### src/rtl/uart_pkg.sv
// -----------------------------------------------------------------------------
// uart_pkg
// Shared definitions for the parametrised UART receiver:
//   - rx_state_e : receiver FSM state encoding
//   - PARITY_*   : values accepted by the PARITY parameter
//   - log2c()    : ceiling log2 used to size counters and pointers
// -----------------------------------------------------------------------------
package uart_pkg;

    typedef enum logic [2:0] {
        ST_IDLE   = 3'd0,
        ST_START  = 3'd1,
        ST_DATA   = 3'd2,
        ST_PARITY = 3'd3,
        ST_STOP   = 3'd4,
        ST_BREAK  = 3'd5
    } rx_state_e;

    localparam int PARITY_NONE = 0;
    localparam int PARITY_EVEN = 1;
    localparam int PARITY_ODD  = 2;

    // Ceiling log2, never less than 1 so it can size a vector directly.
    function automatic int log2c(input int value);
        int r;
        r = 1;
        while ((1 << r) < value) begin
            r = r + 1;
        end
        return r;
    endfunction

endpackage

### src/rtl/uart_rx_param_if.sv
// -----------------------------------------------------------------------------
// uart_rx_param_if
// Receive-side stream of the UART receiver.
//   data_out   : received word, valid while data_valid=1
//   data_valid : word available
//   data_ready : consumer accepts on data_valid & data_ready at posedge clk
//   frame_err  : 1-cycle pulse, stop bit sampled low
//   parity_err : 1-cycle pulse, parity mismatch
//   overrun    : 1-cycle pulse, good frame dropped for lack of storage
//   busy       : receiver FSM not idle
// Modports: master = receiver side, slave = consumer side.
// -----------------------------------------------------------------------------
interface uart_rx_param_if #(
    parameter int DATA_BITS = 8
);
    logic [DATA_BITS-1:0] data_out;
    logic                 data_valid;
    logic                 data_ready;
    logic                 frame_err;
    logic                 parity_err;
    logic                 overrun;
    logic                 busy;

    modport master (
        output data_out, data_valid, frame_err, parity_err, overrun, busy,
        input  data_ready
    );

    modport slave (
        input  data_out, data_valid, frame_err, parity_err, overrun, busy,
        output data_ready
    );
endinterface

### src/rtl/uart_rx_fifo.sv
// -----------------------------------------------------------------------------
// uart_rx_fifo
// Show-ahead FIFO holding received words. dout presents the head entry while
// the FIFO is non-empty and reads 0 when empty.
// Ports:
//   clk, rst_n : clock, asynchronous active-low reset
//   push, din  : write request and word (ignored when full unless popping)
//   pop        : remove head entry (ignored when empty)
//   dout       : head entry
//   full/empty : occupancy status
// A push while full succeeds when a pop happens in the same cycle.
// -----------------------------------------------------------------------------
module uart_rx_fifo
    import uart_pkg::*;
#(
    parameter int DATA_BITS  = 8,
    parameter int FIFO_DEPTH = 4
) (
    input  logic                 clk,
    input  logic                 rst_n,
    input  logic                 push,
    input  logic [DATA_BITS-1:0] din,
    input  logic                 pop,
    output logic [DATA_BITS-1:0] dout,
    output logic                 full,
    output logic                 empty
);
    localparam int AW = log2c(FIFO_DEPTH);

    logic [AW-1:0]        wr_q, wr_d;
    logic [AW-1:0]        rd_q, rd_d;
    logic [AW:0]          cnt_q, cnt_d;
    logic [DATA_BITS-1:0] mem_q [FIFO_DEPTH];
    logic                 do_push, do_pop;

    assign full  = (cnt_q == (AW+1)'(FIFO_DEPTH));
    assign empty = (cnt_q == '0);
    assign dout  = empty ? '0 : mem_q[rd_q];

    always_comb begin
        do_pop  = pop & ~empty;
        do_push = push & (~full | do_pop);
        wr_d    = wr_q + AW'(do_push);
        rd_d    = rd_q + AW'(do_pop);
        cnt_d   = cnt_q;
        if (do_push && !do_pop) begin
            cnt_d = cnt_q + 1'b1;
        end else if (!do_push && do_pop) begin
            cnt_d = cnt_q - 1'b1;
        end
    end

    always_ff @(posedge clk or negedge rst_n) begin
        if (!rst_n) begin
            wr_q  <= '0;
            rd_q  <= '0;
            cnt_q <= '0;
        end else begin
            wr_q  <= wr_d;
            rd_q  <= rd_d;
            cnt_q <= cnt_d;
        end
    end

    // Storage carries no reset; empty gates dout.
    always_ff @(posedge clk) begin
        if (do_push) begin
            mem_q[wr_q] <= din;
        end
    end

endmodule

### src/rtl/uart_rx_param.sv
// -----------------------------------------------------------------------------
// uart_rx_param
// Parametrised UART receiver with its own bit-timing divider, configurable data
// width and parity, and a valid/ready output stream with error reporting.
// Ports:
//   clk     : system clock
//   rst_n   : asynchronous active-low reset
//   uart_rx : serial line, idle high, asynchronous to clk
//   rx_if   : uart_rx_param_if.master (data_out/data_valid/data_ready,
//             frame_err, parity_err, overrun, busy)
// Build option UART_RX_FIFO_EN:
//   defined   -> received words go through a FIFO_DEPTH-entry show-ahead FIFO
//   undefined -> single holding register, FIFO_DEPTH unused
// -----------------------------------------------------------------------------
module uart_rx_param
    import uart_pkg::*;
#(
    parameter int CLK_DIV    = 20,
    parameter int DATA_BITS  = 8,
    parameter int PARITY     = 0,
    parameter int FIFO_DEPTH = 4
) (
    input  logic            clk,
    input  logic            rst_n,
    input  logic            uart_rx,
    uart_rx_param_if.master rx_if
);
    localparam int                DIV_W    = log2c(CLK_DIV);
    localparam int                CNT_W    = log2c(DATA_BITS);
    localparam logic [DIV_W-1:0]  DIV_FULL = DIV_W'(CLK_DIV - 1);
    localparam logic [DIV_W-1:0]  DIV_HALF = DIV_W'(CLK_DIV / 2 - 1);
    localparam logic [CNT_W-1:0]  LAST_BIT = CNT_W'(DATA_BITS - 1);
    localparam logic              PAR_ODD  = (PARITY == PARITY_ODD);

    rx_state_e            state_q, state_d;
    logic                 rx_s1_q, rx_s2_q, rx_prev_q;
    logic [DIV_W-1:0]     div_q, div_d;
    logic [CNT_W-1:0]     bit_cnt_q, bit_cnt_d;
    logic [DATA_BITS-1:0] shift_q, shift_d;
    logic                 par_bad_q, par_bad_d;
    logic                 frame_err_q, frame_err_d;
    logic                 parity_err_q, parity_err_d;
    logic                 overrun_q, overrun_d;
    logic                 busy_q;
    logic                 tick, fall, push, pop, store_full;

    assign tick = (div_q == '0);
    assign fall = rx_prev_q & ~rx_s2_q;
    assign pop  = rx_if.data_valid & rx_if.data_ready;

    always_comb begin
        state_d      = state_q;
        div_d        = div_q;
        bit_cnt_d    = bit_cnt_q;
        shift_d      = shift_q;
        par_bad_d    = par_bad_q;
        frame_err_d  = 1'b0;
        parity_err_d = 1'b0;
        push         = 1'b0;

        // The divider free-runs through a frame; every zero is a mid-bit sample.
        if (state_q != ST_IDLE && state_q != ST_BREAK) begin
            div_d = tick ? DIV_FULL : div_q - 1'b1;
        end

        case (state_q)
            ST_IDLE: begin
                if (fall) begin
                    state_d = ST_START;
                    div_d   = DIV_HALF;
                end
            end
            ST_START: begin
                if (tick) begin
                    if (rx_s2_q) begin
                        state_d = ST_IDLE;
                    end else begin
                        state_d   = ST_DATA;
                        bit_cnt_d = '0;
                        par_bad_d = 1'b0;
                    end
                end
            end
            ST_DATA: begin
                if (tick) begin
                    shift_d   = {rx_s2_q, shift_q[DATA_BITS-1:1]};
                    bit_cnt_d = bit_cnt_q + 1'b1;
                    if (bit_cnt_q == LAST_BIT) begin
                        state_d = (PARITY != PARITY_NONE) ? ST_PARITY : ST_STOP;
                    end
                end
            end
            ST_PARITY: begin
                if (tick) begin
                    par_bad_d = rx_s2_q ^ (^shift_q) ^ PAR_ODD;
                    state_d   = ST_STOP;
                end
            end
            ST_STOP: begin
                // Errors are reported together here so both pulses can coincide.
                if (tick) begin
                    parity_err_d = par_bad_q;
                    if (rx_s2_q) begin
                        push    = ~par_bad_q;
                        state_d = ST_IDLE;
                    end else begin
                        frame_err_d = 1'b1;
                        state_d     = ST_BREAK;
                    end
                end
            end
            ST_BREAK: begin
                if (rx_s2_q) begin
                    state_d = ST_IDLE;
                end
            end
            default: begin
                state_d = ST_IDLE;
            end
        endcase

        // A pop in the same cycle frees a slot before the push lands.
        overrun_d = push & store_full & ~pop;
    end

    always_ff @(posedge clk or negedge rst_n) begin
        if (!rst_n) begin
            state_q      <= ST_IDLE;
            rx_s1_q      <= 1'b1;
            rx_s2_q      <= 1'b1;
            rx_prev_q    <= 1'b1;
            div_q        <= '0;
            bit_cnt_q    <= '0;
            par_bad_q    <= 1'b0;
            frame_err_q  <= 1'b0;
            parity_err_q <= 1'b0;
            overrun_q    <= 1'b0;
            busy_q       <= 1'b0;
        end else begin
            state_q      <= state_d;
            rx_s1_q      <= uart_rx;
            rx_s2_q      <= rx_s1_q;
            rx_prev_q    <= rx_s2_q;
            div_q        <= div_d;
            bit_cnt_q    <= bit_cnt_d;
            par_bad_q    <= par_bad_d;
            frame_err_q  <= frame_err_d;
            parity_err_q <= parity_err_d;
            overrun_q    <= overrun_d;
            busy_q       <= (state_d != ST_IDLE);
        end
    end

    always_ff @(posedge clk) begin
        shift_q <= shift_d;
    end

    assign rx_if.frame_err  = frame_err_q;
    assign rx_if.parity_err = parity_err_q;
    assign rx_if.overrun    = overrun_q;
    assign rx_if.busy       = busy_q;

`ifdef UART_RX_FIFO_EN
    logic                 fifo_full, fifo_empty;
    logic [DATA_BITS-1:0] fifo_dout;

    uart_rx_fifo #(
        .DATA_BITS  (DATA_BITS),
        .FIFO_DEPTH (FIFO_DEPTH)
    ) u_fifo (
        .clk   (clk),
        .rst_n (rst_n),
        .push  (push & (~fifo_full | pop)),
        .din   (shift_q),
        .pop   (pop),
        .dout  (fifo_dout),
        .full  (fifo_full),
        .empty (fifo_empty)
    );

    assign store_full       = fifo_full;
    assign rx_if.data_valid = ~fifo_empty;
    assign rx_if.data_out   = fifo_dout;
`else
    logic                 hold_vld_q, hold_vld_d;
    logic [DATA_BITS-1:0] hold_q, hold_d;
    logic                 hold_load;

    always_comb begin
        hold_load  = push & (~hold_vld_q | pop);
        hold_vld_d = hold_vld_q;
        if (pop) begin
            hold_vld_d = 1'b0;
        end
        if (hold_load) begin
            hold_vld_d = 1'b1;
        end
        hold_d = hold_load ? shift_q : hold_q;
    end

    always_ff @(posedge clk or negedge rst_n) begin
        if (!rst_n) begin
            hold_vld_q <= 1'b0;
        end else begin
            hold_vld_q <= hold_vld_d;
        end
    end

    always_ff @(posedge clk) begin
        hold_q <= hold_d;
    end

    assign store_full       = hold_vld_q;
    assign rx_if.data_valid = hold_vld_q;
    assign rx_if.data_out   = hold_vld_q ? hold_q : '0;
`endif

endmodule

### src/flat_wrapper.sv
// flat-port wrapper written by rule: the top's interface ports become plain ports
module uart_rx_param_flat import uart_pkg::*;
#(
    parameter int CLK_DIV    = 20,
    parameter int DATA_BITS  = 8,
    parameter int PARITY     = 0,
    parameter int FIFO_DEPTH = 4
)
  (clk, rst_n, uart_rx, rx_if_data_out, rx_if_data_valid, rx_if_frame_err, rx_if_parity_err, rx_if_overrun, rx_if_busy, rx_if_data_ready);
  uart_rx_param_if #(.DATA_BITS(DATA_BITS)) rx_if_i ();
  input  logic clk;
  input  logic rst_n;
  input  logic uart_rx;
  output wire logic [$bits(rx_if_i.data_out)-1:0] rx_if_data_out;
  output wire logic [$bits(rx_if_i.data_valid)-1:0] rx_if_data_valid;
  output wire logic [$bits(rx_if_i.frame_err)-1:0] rx_if_frame_err;
  output wire logic [$bits(rx_if_i.parity_err)-1:0] rx_if_parity_err;
  output wire logic [$bits(rx_if_i.overrun)-1:0] rx_if_overrun;
  output wire logic [$bits(rx_if_i.busy)-1:0] rx_if_busy;
  input wire logic [$bits(rx_if_i.data_ready)-1:0] rx_if_data_ready;
  assign rx_if_data_out = rx_if_i.data_out;
  assign rx_if_data_valid = rx_if_i.data_valid;
  assign rx_if_frame_err = rx_if_i.frame_err;
  assign rx_if_parity_err = rx_if_i.parity_err;
  assign rx_if_overrun = rx_if_i.overrun;
  assign rx_if_busy = rx_if_i.busy;
  assign rx_if_i.data_ready = rx_if_data_ready;
  uart_rx_param #(.CLK_DIV(CLK_DIV), .DATA_BITS(DATA_BITS), .PARITY(PARITY), .FIFO_DEPTH(FIFO_DEPTH)) u_core (.clk(clk), .rst_n(rst_n), .uart_rx(uart_rx), .rx_if(rx_if_i));
endmodule
### config.mk
export PLATFORM = sky130hd
export DESIGN_NAME = uart_rx_param_flat
export DESIGN_NICKNAME = d
export VERILOG_FILES = /design/src/rtl/uart_pkg.sv /design/src/rtl/uart_rx_param_if.sv /design/src/rtl/uart_rx_fifo.sv /design/src/rtl/uart_rx_param.sv /design/src/flat_wrapper.sv
export SDC_FILE = /design/constraint.sdc
export NUM_CORES = 1
export LEC_CHECK = 0
export ABC_AREA = 1
export CAP_MARGIN = 40
export CELL_PAD_IN_SITES_DETAIL_PLACEMENT = 1
export CELL_PAD_IN_SITES_GLOBAL_PLACEMENT = 1
export CORE_MARGIN = 2
export CORE_UTILIZATION = 46
export DETAILED_ROUTE_END_ITERATION = 8
export GPL_TIMING_DRIVEN = 0
export PLACE_DENSITY_LB_ADDON = 0.1
export SLEW_MARGIN = 20
export SYNTH_ARGS = -nofsm -noshare
export SYNTH_HDL_FRONTEND = slang
export SYNTH_HIERARCHICAL = 1
export SYNTH_SLANG_ARGS = --single-unit
### constraint.sdc
create_clock -name clk -period 3.6 [get_ports clk]
set_input_delay 0.72 -clock clk [delete_from_list [all_inputs] [get_ports clk]]
set_output_delay 0.72 -clock clk [all_outputs]
set_load 0.02 [all_outputs]
==> flow_metrics.tcl <==
set metrics [dict create \
    gp_congestion 0.813 \
    rr_startpoint "u_core/div_q[0]" \
    cts_root_buf "clkbuf_4" \
    port_buffers 16 \
    rsz0062_at_grt "false" \
    start_util_pct 48.9 \
    die-area_sq_um 4100 \
    finalClockSkew_ns 0.0109 \
    wl_um 3630 \
    swShare_pct 31.7 \
    drv_cap 0 \
    std_cell_rows 21 \
    viasPerCell 4.94 \
    die_w_um 64.0 \
    crit_type "reg -> out" \
    yosys_warnings 6 \
    combPwrFrac_pct 21.7 \
    seq_power_share_pct 56.0 \
    grt_usage_pct 20.8 \
    powerDensity_nw_per_um2 504 \
    synth.avg_cell_area_sq_um 9.20 \
    wire_per_inst_um 14.5 \
    slew_viol_final 0 \
    cts.repair.resized 0 \
    crit_fanout 9 \
    overflow 0 \
    clkTransAtPathRegs_ns 0.10 \
    min_path_cells 0 \
    antenna_cells 0 \
    area_delta_synth_final_pct 17.6 \
    run_status "finished, final reports clean" \
    dp_cells 243 \
    cts_setup_buffers 0 \
    leakagePower_nw 0.955 \
    cts_buffer_depth 2 \
    hold_viol 0 \
    setup_viol 0 \
    synth.net_count 187 \
    stdcell_count 251 \
    numCtsBuffers 5 \
    power.internal_mw 0.671 \
    clk-insertion-delay-late_ns 0.33 \
    drtAntennaViolNets 0 \
    fillCellCount 403 \
    drtIter0Drc 31 \
    drive_above_1_share_pct 8.78 \
    first_pass_iters 4 \
    grt_antenna_before_repair 0 \
    max_slew.worst_pin.slew_ns 0.637 \
    holdPathEnd "u_core/rx_s2_q" \
    grt_pass1_vias 1364 \
    crit_arrival_ns 1.78 \
    finalCritPeriodShare_pct 69.4 \
    fmax_mhz 400 \
    r2r-end "u_core/hold_q[2]" \
    die_h_um 64.0 \
    drc 0 \
    fin_crit_ns 2.50 \
    grt_pass1_wl_um 6370 \
    cp-start-kind "register" \
    yosysSeqAreaShare_pct 59.4 \
    hpwl_um 2930 \
    required_ns 2.88 \
    power_frac_clock_pct 22.3 \
    cts_tree "done" \
    clock_sinks 36 \
    vdd_drop_max_mv 0.253 \
    rrSetupSlack_ns 1.50 \
    hp-class "reg -> reg" \
    vias 1239 \
    hold_start "u_core/rx_s1_q" \
    critPathCaptureType "output pin" \
    setup-tns-final_ns 0 \
    cts_max_level 2 \
    ys_ff_latch 36 \
    syn_inst 180 \
    cts_hold_buf 0 \
    max_slew_margin_pct 57.4 \
    syn_area_sq_um 1660 \
    final_nets 211 \
    synth.distinct_cells 24 \
    grt_max_degree 17 \
    coreArea_sq_um 3390 \
    rr_worst_depth 6 \
    switching_power_mw 0.312 \
    io_pins 17 \
]
==> cell type report <==
class | instances | area (sq um) | area share, %
Sequential cell | 36 | 985 | 50.5
Multi-Input combinational cell | 107 | 533 | 27.4
Timing Repair Buffer | 17 | 175 | 8.99
Inverter | 36 | 135 | 6.94
Tap cell | 46 | 57.6 | 2.95
Clock buffer | 7 | 55.1 | 2.83
Clock inverter | 1 | 3.75 | 0.193
Buffer | 1 | 3.75 | 0.193
==> worst max-delay path by stage <==
stage                            startpoint                end  slack, ns  cells after the start
detailed placement  u_core/rx_if.data_valid  rx_if_data_out[0]       1.44                      4
CTS                 u_core/rx_if.data_valid  rx_if_data_out[0]       1.07                      4
global placement           rx_if_data_ready   u_core/hold_q[5]       1.54                      3
finish              u_core/rx_if.data_valid  rx_if_data_out[2]       1.10                      4
global route        u_core/rx_if.data_valid  rx_if_data_out[2]       0.98                      4
floorplan                   u_core/div_q[0]   u_core/hold_q[0]       1.86                      6
==> metal layers <==
metal  track usage [%]  wire, um  vias up
met5                 0         0        -
met4              7.34        49        0
met3              3.87       108        5
met2              38.2      1930       20
met1              24.0      1550      602
li1                  -         -      612
==> metrics by stage <==
step                      power, mW  instance area (sq um)  utilization, %  setup WS, ns  hold WS (ns)
after floorplan               0.703                   1660               -          1.86         0.345
after global placement        0.737                   1870            55.3          1.54         0.348
after detailed placement      0.775                   1890            55.7          1.44         0.349
after CTS                     0.994                   1950            57.5          1.07         0.363
after global routing           1.05                   1950            57.5         0.977         0.365
final                         0.983                   1950            57.5          1.10         0.361
==> synth_stat cells (all sizes together) <==
cell / n / area share (%)
a21oi: 4 / 1.2
o211ai: 2 / 0.91
xor2: 2 / 1.1
nand2: 51 / 12
dfstp: 3 / 4.8
nand4: 2 / 0.76
edfxtp: 16 / 29
xnor2: 2 / 1.1
nand3: 15 / 4.5
ha: 3 / 2.3
o21ai: 5 / 1.5
nor2: 14 / 4.5
inv: 36 / 8.2
dfrtp: 17 / 26
nor3: 5 / 1.8
or2: 1 / 0.38
o22ai: 1 / 0.38
clkbuf: 1 / 0.23
==> logic make-up after synthesis <==
kind of cell / synth area share [%]
flip-flops: 59.4
AND/OR/NAND/NOR: 23.8
AO/OA/AOI/OAI: 4.00
buffers and inverters: 8.38
XOR/XNOR: 2.12
adder cells (fa/ha/maj): 2.27
==> registers in the layout (all words and copies together), names as in the netlist <==
name and cells:
u_core/par_bad_q 1, u_core/hold_q 8, u_core/rx_if.data_valid 1, u_core/rx_if.parity_err 1
u_core/rx_prev_q 1, u_core/rx_if.overrun 1, u_core/state_q 3, u_core/rx_s2_q 1
u_core/rx_if.frame_err 1, u_core/shift_q 8, u_core/bit_cnt_q 3, u_core/rx_if.busy 1
u_core/rx_s1_q 1, u_core/div_q 5
==> power by group through the flow <==
| stage | Combinational [mW] | Sequential (mW) | Clock, mW |
|---|---|---|---|
| after floorplan | 0.159 | 0.544 | 0 |
| after global placement | 0.186 | 0.550 | 0 |
| after detailed placement | 0.215 | 0.559 | 0 |
| after CTS | 0.217 | 0.550 | 0.226 |
| after global routing | 0.244 | 0.561 | 0.242 |
| final | 0.213 | 0.551 | 0.219 |
==> layout by cell type, fill, tap and decap left out, drive strengths merged <==
cell / instances
nor2: 14
dfrtp: 17
nor3: 5
inv: 36
a21oi: 4
o22ai: 1
or2: 1
buf: 1
xnor2: 2
clkdlybuf4s50: 16
nand2: 51
nand4: 2
o211ai: 2
clkbuf: 8
xor2: 2
nand3: 15
clkinv: 1
ha: 3
edfxtp: 16
o21ai: 5
dfstp: 3
==> critical path, cell delays in order (launching register included) <==
cell,delay (ns)
dfrtp_1,0.36
clkbuf_1,0.28
nand2_1,0.12
inv_1,0.08
clkdlybuf4s50_1,0.60
(Power assumes the default switching activity.)
